<file path="config.mk">
export PLATFORM = sky130hd
export DESIGN_NAME = alu_pipe
export DESIGN_NICKNAME = d
export VERILOG_FILES = /design/src/rtl/alu_pipe.sv
export SDC_FILE = /design/constraint.sdc
export NUM_CORES = 1
export LEC_CHECK = 0
export CELL_PAD_IN_SITES_DETAIL_PLACEMENT = 1
export CELL_PAD_IN_SITES_GLOBAL_PLACEMENT = 1
export CORE_UTILIZATION = 35
export CTS_BUF_LIST = sky130_fd_sc_hd__clkbuf_8
export CTS_CLUSTER_DIAMETER = 100
export DETAILED_ROUTE_END_ITERATION = 16
export MAX_ROUTING_LAYER = met4
export PLACE_DENSITY = 0.73
export SLEW_MARGIN = 25
export SYNTH_ARGS = -nofsm -noshare
export SYNTH_HDL_FRONTEND = slang
export SYNTH_SLANG_ARGS = --single-unit
</file>
<file path="constraint.sdc">
create_clock -name clk -period 8.6 [get_ports clk]
set_clock_uncertainty 0.2 [all_clocks]
set_input_delay 1.72 -clock clk [delete_from_list [all_inputs] [get_ports clk]]
set_output_delay 1.72 -clock clk [all_outputs]
set_load 0.03 [all_outputs]
</file>
<file path="src/rtl/alu_pipe.sv">
// Two-stage pipelined ALU with valid/ready handshakes on both sides.
// S1 holds the accepted operation, S2 holds the registered result and Z/N/C/V flags.
module alu_pipe #(
    parameter  int WIDTH = 32,
    localparam int SHW   = $clog2(WIDTH)
) (
    input  logic             clk,
    input  logic             rst,
    input  logic             in_valid,
    output logic             in_ready,
    input  logic [2:0]       inst,
    input  logic [WIDTH-1:0] da,
    input  logic [WIDTH-1:0] db,
    output logic             out_valid,
    input  logic             out_ready,
    output logic [WIDTH-1:0] out,
    output logic [3:0]       flags
);

    localparam logic [2:0] OP_ADD = 3'b000;
    localparam logic [2:0] OP_OR  = 3'b001;
    localparam logic [2:0] OP_SLL = 3'b010;
    localparam logic [2:0] OP_SRL = 3'b011;
    localparam logic [2:0] OP_AND = 3'b100;
    localparam logic [2:0] OP_SUB = 3'b101;
    localparam logic [2:0] OP_XOR = 3'b110;
    localparam logic [2:0] OP_SRA = 3'b111;

    function automatic logic [3:0] pack_flags(input logic [WIDTH-1:0] res,
                                              input logic c, input logic v);
        return {(res == {WIDTH{1'b0}}), res[WIDTH-1], c, v};
    endfunction

    logic             r_s1_valid;
    logic [2:0]       r_s1_inst;
    logic [WIDTH-1:0] r_s1_da;
    logic [WIDTH-1:0] r_s1_db;
    logic             r_s2_valid;
    logic [WIDTH-1:0] r_out;
    logic [3:0]       r_flags;

    logic             w_s2_adv;
    logic             w_s1_adv;
    logic             w_in_hs;
    logic [SHW-1:0]   w_sh;
    logic [WIDTH:0]   w_add;
    logic [WIDTH:0]   w_sub;
    logic [WIDTH-1:0] w_res;
    logic             w_c;
    logic             w_v;

    assign w_s2_adv  = !r_s2_valid || out_ready;
    assign w_s1_adv  = r_s1_valid && w_s2_adv;
    assign in_ready  = !r_s1_valid || w_s2_adv;
    assign w_in_hs   = in_valid && in_ready;
    assign out_valid = r_s2_valid;
    assign out       = r_out;
    assign flags     = r_flags;

    assign w_sh  = r_s1_db[SHW-1:0];
    assign w_add = {1'b0, r_s1_da} + {1'b0, r_s1_db};
    // Subtraction as a + ~b + 1 so the carry-out is the "no borrow" (a >= b) flag.
    assign w_sub = {1'b0, r_s1_da} + {1'b0, ~r_s1_db} + {{WIDTH{1'b0}}, 1'b1};

    // Result and carry/overflow of the operation sitting in S1.
    always_comb begin
        w_res = {WIDTH{1'b0}};
        w_c   = 1'b0;
        w_v   = 1'b0;
        case (r_s1_inst)
            OP_ADD: begin
                w_res = w_add[WIDTH-1:0];
                w_c   = w_add[WIDTH];
                w_v   = (r_s1_da[WIDTH-1] == r_s1_db[WIDTH-1]) &&
                        (w_add[WIDTH-1] != r_s1_da[WIDTH-1]);
            end
            OP_SUB: begin
                w_res = w_sub[WIDTH-1:0];
                w_c   = w_sub[WIDTH];
                w_v   = (r_s1_da[WIDTH-1] != r_s1_db[WIDTH-1]) &&
                        (w_sub[WIDTH-1] != r_s1_da[WIDTH-1]);
            end
            OP_AND:  w_res = r_s1_da & r_s1_db;
            OP_OR:   w_res = r_s1_da | r_s1_db;
            OP_XOR:  w_res = r_s1_da ^ r_s1_db;
            OP_SLL:  w_res = r_s1_da << w_sh;
            OP_SRL:  w_res = r_s1_da >> w_sh;
            OP_SRA:  w_res = $unsigned($signed(r_s1_da) >>> w_sh);
            default: w_res = {WIDTH{1'b0}};
        endcase
    end

    // S1: capture operands on input handshake, empty when the op moves on.
    always_ff @(posedge clk) begin
        if (rst) begin
            r_s1_valid <= 1'b0;
            r_s1_inst  <= 3'b000;
            r_s1_da    <= {WIDTH{1'b0}};
            r_s1_db    <= {WIDTH{1'b0}};
        end else if (w_in_hs) begin
            r_s1_valid <= 1'b1;
            r_s1_inst  <= inst;
            r_s1_da    <= da;
            r_s1_db    <= db;
        end else if (w_s1_adv) begin
            r_s1_valid <= 1'b0;
        end
    end

    // S2: load result when S1 advances; out/flags hold while stalled.
    always_ff @(posedge clk) begin
        if (rst) begin
            r_s2_valid <= 1'b0;
            r_out      <= {WIDTH{1'b0}};
            r_flags    <= 4'b0000;
        end else if (w_s1_adv) begin
            r_s2_valid <= 1'b1;
            r_out      <= w_res;
            r_flags    <= pack_flags(w_res, w_c, w_v);
        end else if (w_s2_adv) begin
            r_s2_valid <= 1'b0;
        end
    end

endmodule
</file>
; After elaboration in Yosys (flattened, before gate mapping)
; Index checks and enable logic that the tools add are counted.
[op_classes]
muxes = 7
eq_ne = 11
n_shift = 3
addsub = 3
reduce_logical = 12
bitwise = 4
[op_table]
columns = op, n
row1 = 32-bit one-hot mux with 8 select lines, 1
row2 = 32-bit by 32-bit adder with 33-bit output, 2
row3 = 33-bit by 1-bit adder with 33-bit output (second input constant), 1
row4 = 32-bit AND, 1
row5 = 32-bit zero test, 1
row6 = 32-bit NOT, 1
row7 = 32-bit OR, 1
row8 = 32-bit by 5-bit left shift with 32-bit output, 1
row9 = 32-bit by 5-bit >> shifter with 32-bit output, 1
row10 = 32-bit by 5-bit >>> shifter with 32-bit output, 1
row11 = 32-bit bitwise XOR, 1
row12 = 3-bit equality test (second input constant), 4
row13 = 3-bit by 2-bit equality test with 1-bit output (second input constant), 2
row14 = 1-bit logical AND, 4
row15 = 1-bit two-way mux, 4
row16 = 1-bit one-hot mux with 2 select lines, 2
row17 = 2-bit nonzero test, 2
row18 = 3-bit by 1-bit equality test with 1-bit output (second input constant), 1
row19 = 3-bit zero test, 1
row20 = 1-bit inequality test, 3
row21 = 1-bit zero test, 2
row22 = 1-bit logical OR, 2
row23 = 1-bit equality test, 1
[totals]
register_bits = 105
elab_cells = 47

; Logic depth before layout (Yosys ltp)
; Gate-level depths: netlist (run 1).
[depth]
depth_word = 6
depth_mapped = 18
mapped_depth_nobuf = 15

; Worst setup path after synthesis (run 1)
; Ideal clock, no wire load.
[synth_path]
path_kind = register to register
start = reg r_s1_db[3]
end = reg r_flags[3], in the netlist flags[3]
period_less_slack_ps = 4605
setup_slack_ps = 3995
stages_incl_launch_ff = 18
n_path_buf = 4
arrival_ps = 4346
setup_time_ps = 59
cell_sequence = dfxtp_1 > clkbuf_1 > inv_1 > buf_1 > buf_1 > ha_1 > clkbuf_1 > nor2_1 > a221o_1 > or2_2 > xnor2_1 > a211o_1 > a2111oi_0 > nor4bb_1 > nand4b_1 > or4_1 > nor4_1 > a31o_1
[synth_between]
elab_chain_cells = 5
word_cells_on_any_way = 12
classes_between = add/sub (3) / shift (3) / mux (1) / bitwise (4) / reduce/logical (1)
[synth_lines]
columns = item, line_no
row1 = from (decl), 37  ; logic [WIDTH-1:0] r_s1_db;
row2 = from (signal assigned), 99  ; r_s1_db <= {WIDTH{1'b0}};
row3 = 32-bit NOT, 63  ; assign w_sub = {1'b0, r_s1_da} + {1'b0, ~r_s1_db} + {{WIDTH{1'b0}}, 1'b1};
row4 = 32-bit by 32-bit adder with 33-bit output, 63
row5 = 33-bit by 1-bit adder with 33-bit output, 63
row6 = 32-bit one-hot mux with 8 select lines *, 70  ; case (r_s1_inst)
row7 = 32-bit zero test *, 31  ; return {(res == {WIDTH{1'b0}}), res[WIDTH-1], c, v};
row8 = to (signal assigned), 119  ; r_flags <= pack_flags(w_res, w_c, w_v);
row9 = to (decl), 40  ; logic [3:0] r_flags;
; Mark *: on every way between the ends. The rest lies on a longest branch, timed or not.
; A chain may end at the register's enable or synchronous reset.

; Worst setup path after layout (run 1)
; Same ends and word-level chain as after synthesis.

==> reports/results.tsv, run 1 <==
metric	value	unit
synth_flop_cell	dfxtp_1	
cts_max_level	3	
crit_path_top_delay_cell	nor4bb_1	
hp-class	flip-flop to flip-flop	
outcome	complete, no violations	
core_area	37900	µm²
rows	71	
finalCritPeriodShare	64.4	%
post_cts_buffers	0	
clockBufferDepth	2	
via_per_inst	6.50	
routed_wl	68800	µm
initial_core_util	35.8	%
finalMaxSlewViolations	0	
crit_chain	buf_4 -> inv_1 -> buf_4 -> ha_1 -> nor2_1 -> a221o_1 -> or2_2 -> xnor2_1 -> a211o_1 -> a2111oi_0 -> nor4bb_1 -> nand4b_1 -> or4_1 -> nor4_1 -> a31o_1	
fin_hold_ws	0.261	ns
path_clk_slew	0.13	ns
fmax	0.181	GHz
setup_viol	0	
post_cts_resized	0	
grt_pass1_wl	102000	µm
post-place-ws	3.22	ns
die_area	39500	µm²
final.setup.tns	0	ns
critPathKind	flip-flop to flip-flop	
avgSynthCellArea	7.17	µm²
drt_iter0_markers	1720	
drc	0	
ys_ff_latch	104	
grt_max_degree	70	
ys_types	90	
ctsHoldBuffers	0	
power_density	118	nW/µm²
cts_buffers	9	
grt_setup_unrepaired	false	
antenna_found_initial	5	
synth_fa_ha_area_share	9.24	%
fin_crit	5.54	ns
cts.sinks	104	
endpoint_kind	flip-flop	
cp.required	8.80	ns
hold_viol_final	0	
synth-edff-count	0	
synth_fp_nets	2061	
boundaryPins	109	
total_power	1.77	mW
track_usage	36.2	%
grt_overflow_total	0	
synth_top_family_by_area	compound AO/OA/AOI/OAI gates	
cpMostUsedCell	buf_4	
drt-pass1-iter-count	5	
max_stage_delay	0.58	ns
yosys_warnings	0	
critPathLaunchType	flip-flop	
max_cap_violations	0	
antenna_left	0	
cts-root-buf	clkbuf_8	
synth_compound_area_share	28.8	%
cp_max_fo	53	
vdd_drop_max	75.4	µV
netlist_area	13600	µm²
syn_inst	1891	
portBuffers	108	
fp.dieW	199	µm
slew-limit-headroom	23.4	%
vias	15500	
synthMuxAreaShare	15.7	%
synth-async-reset-ratio	0	%
wl_per_cell	28.8	µm
place.gp.congestion	1.04	
worst_slack	3.06	ns
hpwl	52000	µm
drive_gt1_share	8.21	%
area_growth	10.8	%
fp.dieH	199	µm
r2r_setup_slack	3.06	ns
ys_seq_area_share	15.3	%
cts_tree	built	
first_global_vias	15300	
synthXorXnorAreaFrac	0.646	%
worst_pin_slew	1.15	ns
cp_data_arrival_time	5.74	ns
p_leak	5.48	nW
fin_util	39.6	%
synth_simple_gate_area_share	21.7	%
nets	2040	
clock_latency	0.46	ns
## cells in the mapped netlist, drive strengths merged, types with 30 or more instances
library cell | n | share of area (%)
a211oi | 31 | 1.7
a21oi | 209 | 7.7
buf | 46 | 2.1
clkbuf | 130 | 3.6
dfxtp | 104 | 15
ha | 97 | 8.9
inv | 103 | 2.9
mux2i | 88 | 6.5
mux4 | 44 | 7.3
nand2 | 281 | 7.8
nand3 | 34 | 1.3
nor2 | 160 | 4.5
nor3 | 45 | 1.7
o21ai | 83 | 3.1
o22ai | 30 | 1.4
## sequential cells by signal, indices dropped and copies added, names as in the netlist
| signal | flops |
|---|---|
| r_s1_da | 32 |
| r_s1_valid | 1 |
| r_s1_db | 32 |
| out_valid | 1 |
| flags | 4 |
| out | 31 |
| r_s1_inst | 3 |
## per-stage QoR
step	std cells	area, µm²
5_1_grt	2390	15000
6_report	2390	15000
4_1_cts	2386	15000
3_3_place_gp	2370	14800
3_5_place_dp	2370	14800
2_1_floorplan	1891	13600
## routing by layer
metal / routed length, µm / GRT usage [%]
met2: 30900 / 55.3
met5: 0 / -
met3: 5530 / 5.83
met4: 1840 / 10.4
met1: 30500 / 48.9
## cell type report
cell class | instances | area (µm²)
Multi-Input combinational cell | 1508 | 10400
Inverter | 103 | 387
Timing Repair Buffer | 144 | 1350
Antenna cell | 4 | 10.0
Clock buffer | 9 | 124
Tap cell | 511 | 639
Fill cell | 4750 | 22900
Clock inverter | 7 | 71.3
Sequential cell | 104 | 2090
## worst paths after layout
kind         startpoint        to  cells past startpoint
min            flags[0]  flags[0]                      2
max reg2reg  r_s1_db[3]  flags[3]                     15
max          r_s1_db[3]  flags[3]                     15
min reg2reg    flags[0]  flags[0]                      2
## cell usage in the layout (no fill, tap or decap), types with 23 or more instances in the layout
cell type / instances
o21ai_0: 81
buf_4: 37
a21oi_1: 209
nor4_1: 23
mux2i_1: 87
o22ai_1: 30
inv_1: 102
clkdlybuf4s50_1: 107
ha_1: 97
nor3_1: 44
mux4_2: 43
a211oi_1: 31
dfxtp_1: 100
nand2_1: 280
nor2_1: 158
nand3_1: 33
## report_power, final
group	switching [mW]	internal (mW)	total (mW)
Clock	0.214	0.134	0.349
Sequential	0.0530	0.511	0.564
Combinational	0.557	0.297	0.855
Total	0.825	0.942	1.77
## cell families (layout without fill, tap and decap cells)
family	count (synthesis)	after routing
AO/OA/AOI/OAI	592	592
XOR/XNOR	10	10
adder cells (fa/ha/maj)	99	99
buffers and inverters	279	263
flip-flops	104	104
multiplexers	154	154
other	0	4
AND/OR/NAND/NOR	653	653
## worst max-delay path, delay by kind of cell (launching register included)
kind / cells / cell delay, ns
xor gates and xnor gates: 1 / 0.14
and+or+nand+nor: 6 / 1.95
buffers and inverters: 3 / 0.91
AOI/OAI and AO/OA: 4 / 1.37
adders and majority gates: 1 / 0.52
DFF: 1 / 0.33
No activity file was read; power rests on OpenSTA's default activity.
==> run 2, diff against run 1 <==
PLACE_DENSITY = 0.75   (was 0.73)
clock period = 4.76 ns   (was 8.6 ns; I/O delays follow)
==> reports/results.tsv, run 2 (synthesis gave the netlist of run 1 again) <==
metric	value	unit	change
critPathKind	flip-flop to flip-flop		
max_stage_delay	0.53	ns	-0.05 ns
fp.dieH	199	µm	unchanged
endpoint_kind	flip-flop		
outcome	complete, no violations		
cp_data_arrival_time	4.75	ns	-0.99 ns
core_area	37900	µm²	unchanged
antenna_left	0		unchanged
clockBufferDepth	2		unchanged
cts_max_level	3		unchanged
via_per_inst	6.44		-0.88%
max_cap_violations	0		unchanged
grt_max_degree	101		+44%
startpoint	r_s1_db[0]		
rows	71		unchanged
grt_setup_unrepaired	false		
antenna_found_initial	4		-1
path_clk_slew	0.12	ns	about the same
total_power	3.26	mW	+84%
hpwl	56300	µm	+8.2%
hp-class	flip-flop to flip-flop		
grt_pass1_wl	105000	µm	+2.5%
grt_overflow_total	0		unchanged
fin_crit	4.54	ns	-0.994 ns
crit_buf_inv	3		unchanged
ctsHoldBuffers	0		unchanged
place.gp.congestion	1.05		+1.1%
cp.required	4.97	ns	-3.83 ns
fp.dieW	199	µm	unchanged
drt_iter0_markers	1797		+4.5%
power_density	206	nW/µm²	+76%
track_usage	37.2	%	+1.0 points
hold_start	flags[0]		
fmax	0.220	GHz	+22%
drc	0		unchanged
cts_tree	built		
n_fill_cell	4741		-0.19%
first_global_vias	15500		+1.5%
portBuffers	108		unchanged
p_leak	5.95	nW	+8.6%
boundaryPins	109		unchanged
cp_max_fo	54		+1.9%
crit_path_top_delay_cell	a2111oi_1		
crit_family	simple AND/OR/NAND/NOR gates		
nets	2133		+4.6%
wl_per_cell	28.6	µm	-0.56%
finalMaxSlewViolations	0		unchanged
fin_util	41.6	%	+2.0 points
final_common_cell	nand2_1		
drt-pass1-iter-count	6		+1
die_area	39500	µm²	unchanged
r2r_start	r_s1_db[0]		
vdd_drop_max	141	µV	+87%
critPathLaunchType	flip-flop		
worst_pin_slew	0.898	ns	-0.249 ns
hold_viol_final	0		unchanged
setup_viol	0		unchanged
crit_chain	buf_12 -> buf_4 -> mux2i_1 -> mux2_2 -> nor3_1 -> a311o_1 -> a2111oi_1 -> buf_4 -> nor4bb_1 -> nand4b_1 -> or4_1 -> nor4_1 -> a31o_1		
cts.sinks	104		unchanged
slew-limit-headroom	39.6	%	+16 points
final.setup.tns	0	ns	unchanged
area_growth	16.3	%	
initial_core_util	35.8	%	unchanged
cts-root-buf	clkbuf_8		
drive_gt1_share	12.6	%	+4.3 points
final_cell_mix	nand2_1 (280), a21oi_1 (209), nor2_1 (158)		
clock_latency	0.48	ns	+0.02 ns
cpMostUsedCell	buf_4		
routed_wl	71100	µm	+3.3%
cts_buffers	9		unchanged
finalCritPeriodShare	95.5	%	+31 points
vias	16000		+3.0%
-- run 2: per-layer routing --
layer / part of all wire (%) / track usage, %
met2: 45 / 57.3
met1: 44 / 50.0
met5: 0 / -
met4: 3.2 / 11.1
met3: 7.7 / 5.63
-- run 2: repair_timing --
item | in CTS | in global routing
gates resized for setup | 0 | 3
buffers inserted | 0 | 0
endpoints found under the setup margin | 0 | 1
-- run 2: cell type report --
type | instances | area [µm²] | area share, %
timing repair buffer | 237 | 2120 | 13.5
inverter | 103 | 387 | 2.45
multi-input combinational | 1508 | 10300 | 65.6
antenna | 4 | 10.0 | 0.0634
tap | 511 | 639 | 4.05
clock buffer | 9 | 124 | 0.785
sequential | 104 | 2090 | 13.3
clock inverter | 7 | 52.6 | 0.333
-- run 2: through the flow --
| step | hold slack, ns | cells | instance area [µm²] | setup WS, ns |
|---|---|---|---|---|
| 6_report | 0.266 | 2483 | 15800 | 0.216 |
| 5_1_grt | 0.296 | 2482 | 15800 | 0.0149 |
| 4_1_cts | 0.272 | 2479 | 15800 | 0.181 |
| 3_5_place_dp | 0.256 | 2463 | 15600 | 0.245 |
| 3_3_place_gp | 0.242 | 2463 | 15600 | 0.378 |
| 2_1_floorplan | 0.253 | 1891 | 13600 | 0.155 |
-- run 2: path summary, 6_finish.rpt --
kind         slack (ns)  depth (start not counted)  endpoint
max                0.22                         13  flags[3]
min                0.27                          2  flags[0]
min reg2reg        0.27                          2  flags[0]
max reg2reg        0.22                         13  flags[3]
-- run 2: worst register-to-register path: stages, from the launching register on --
cell       delay (ns)
dfxtp_2          0.40
buf_12           0.28
buf_4            0.33
mux2i_1          0.34
mux2_2           0.23
nor3_1           0.06
a311o_1          0.42
a2111oi_1        0.53
buf_4            0.20
nor4bb_1         0.36
nand4b_1         0.18
or4_1            0.47
nor4_1           0.29
a31o_1           0.18
-- run 2: power breakdown --
part           internal [mW]  leakage (nW)  switching (mW)
Sequential             0.923         0.858          0.0622
Combinational          0.610          5.00            1.07
Clock                  0.193        0.0866           0.398
Total                   1.73          5.95            1.53
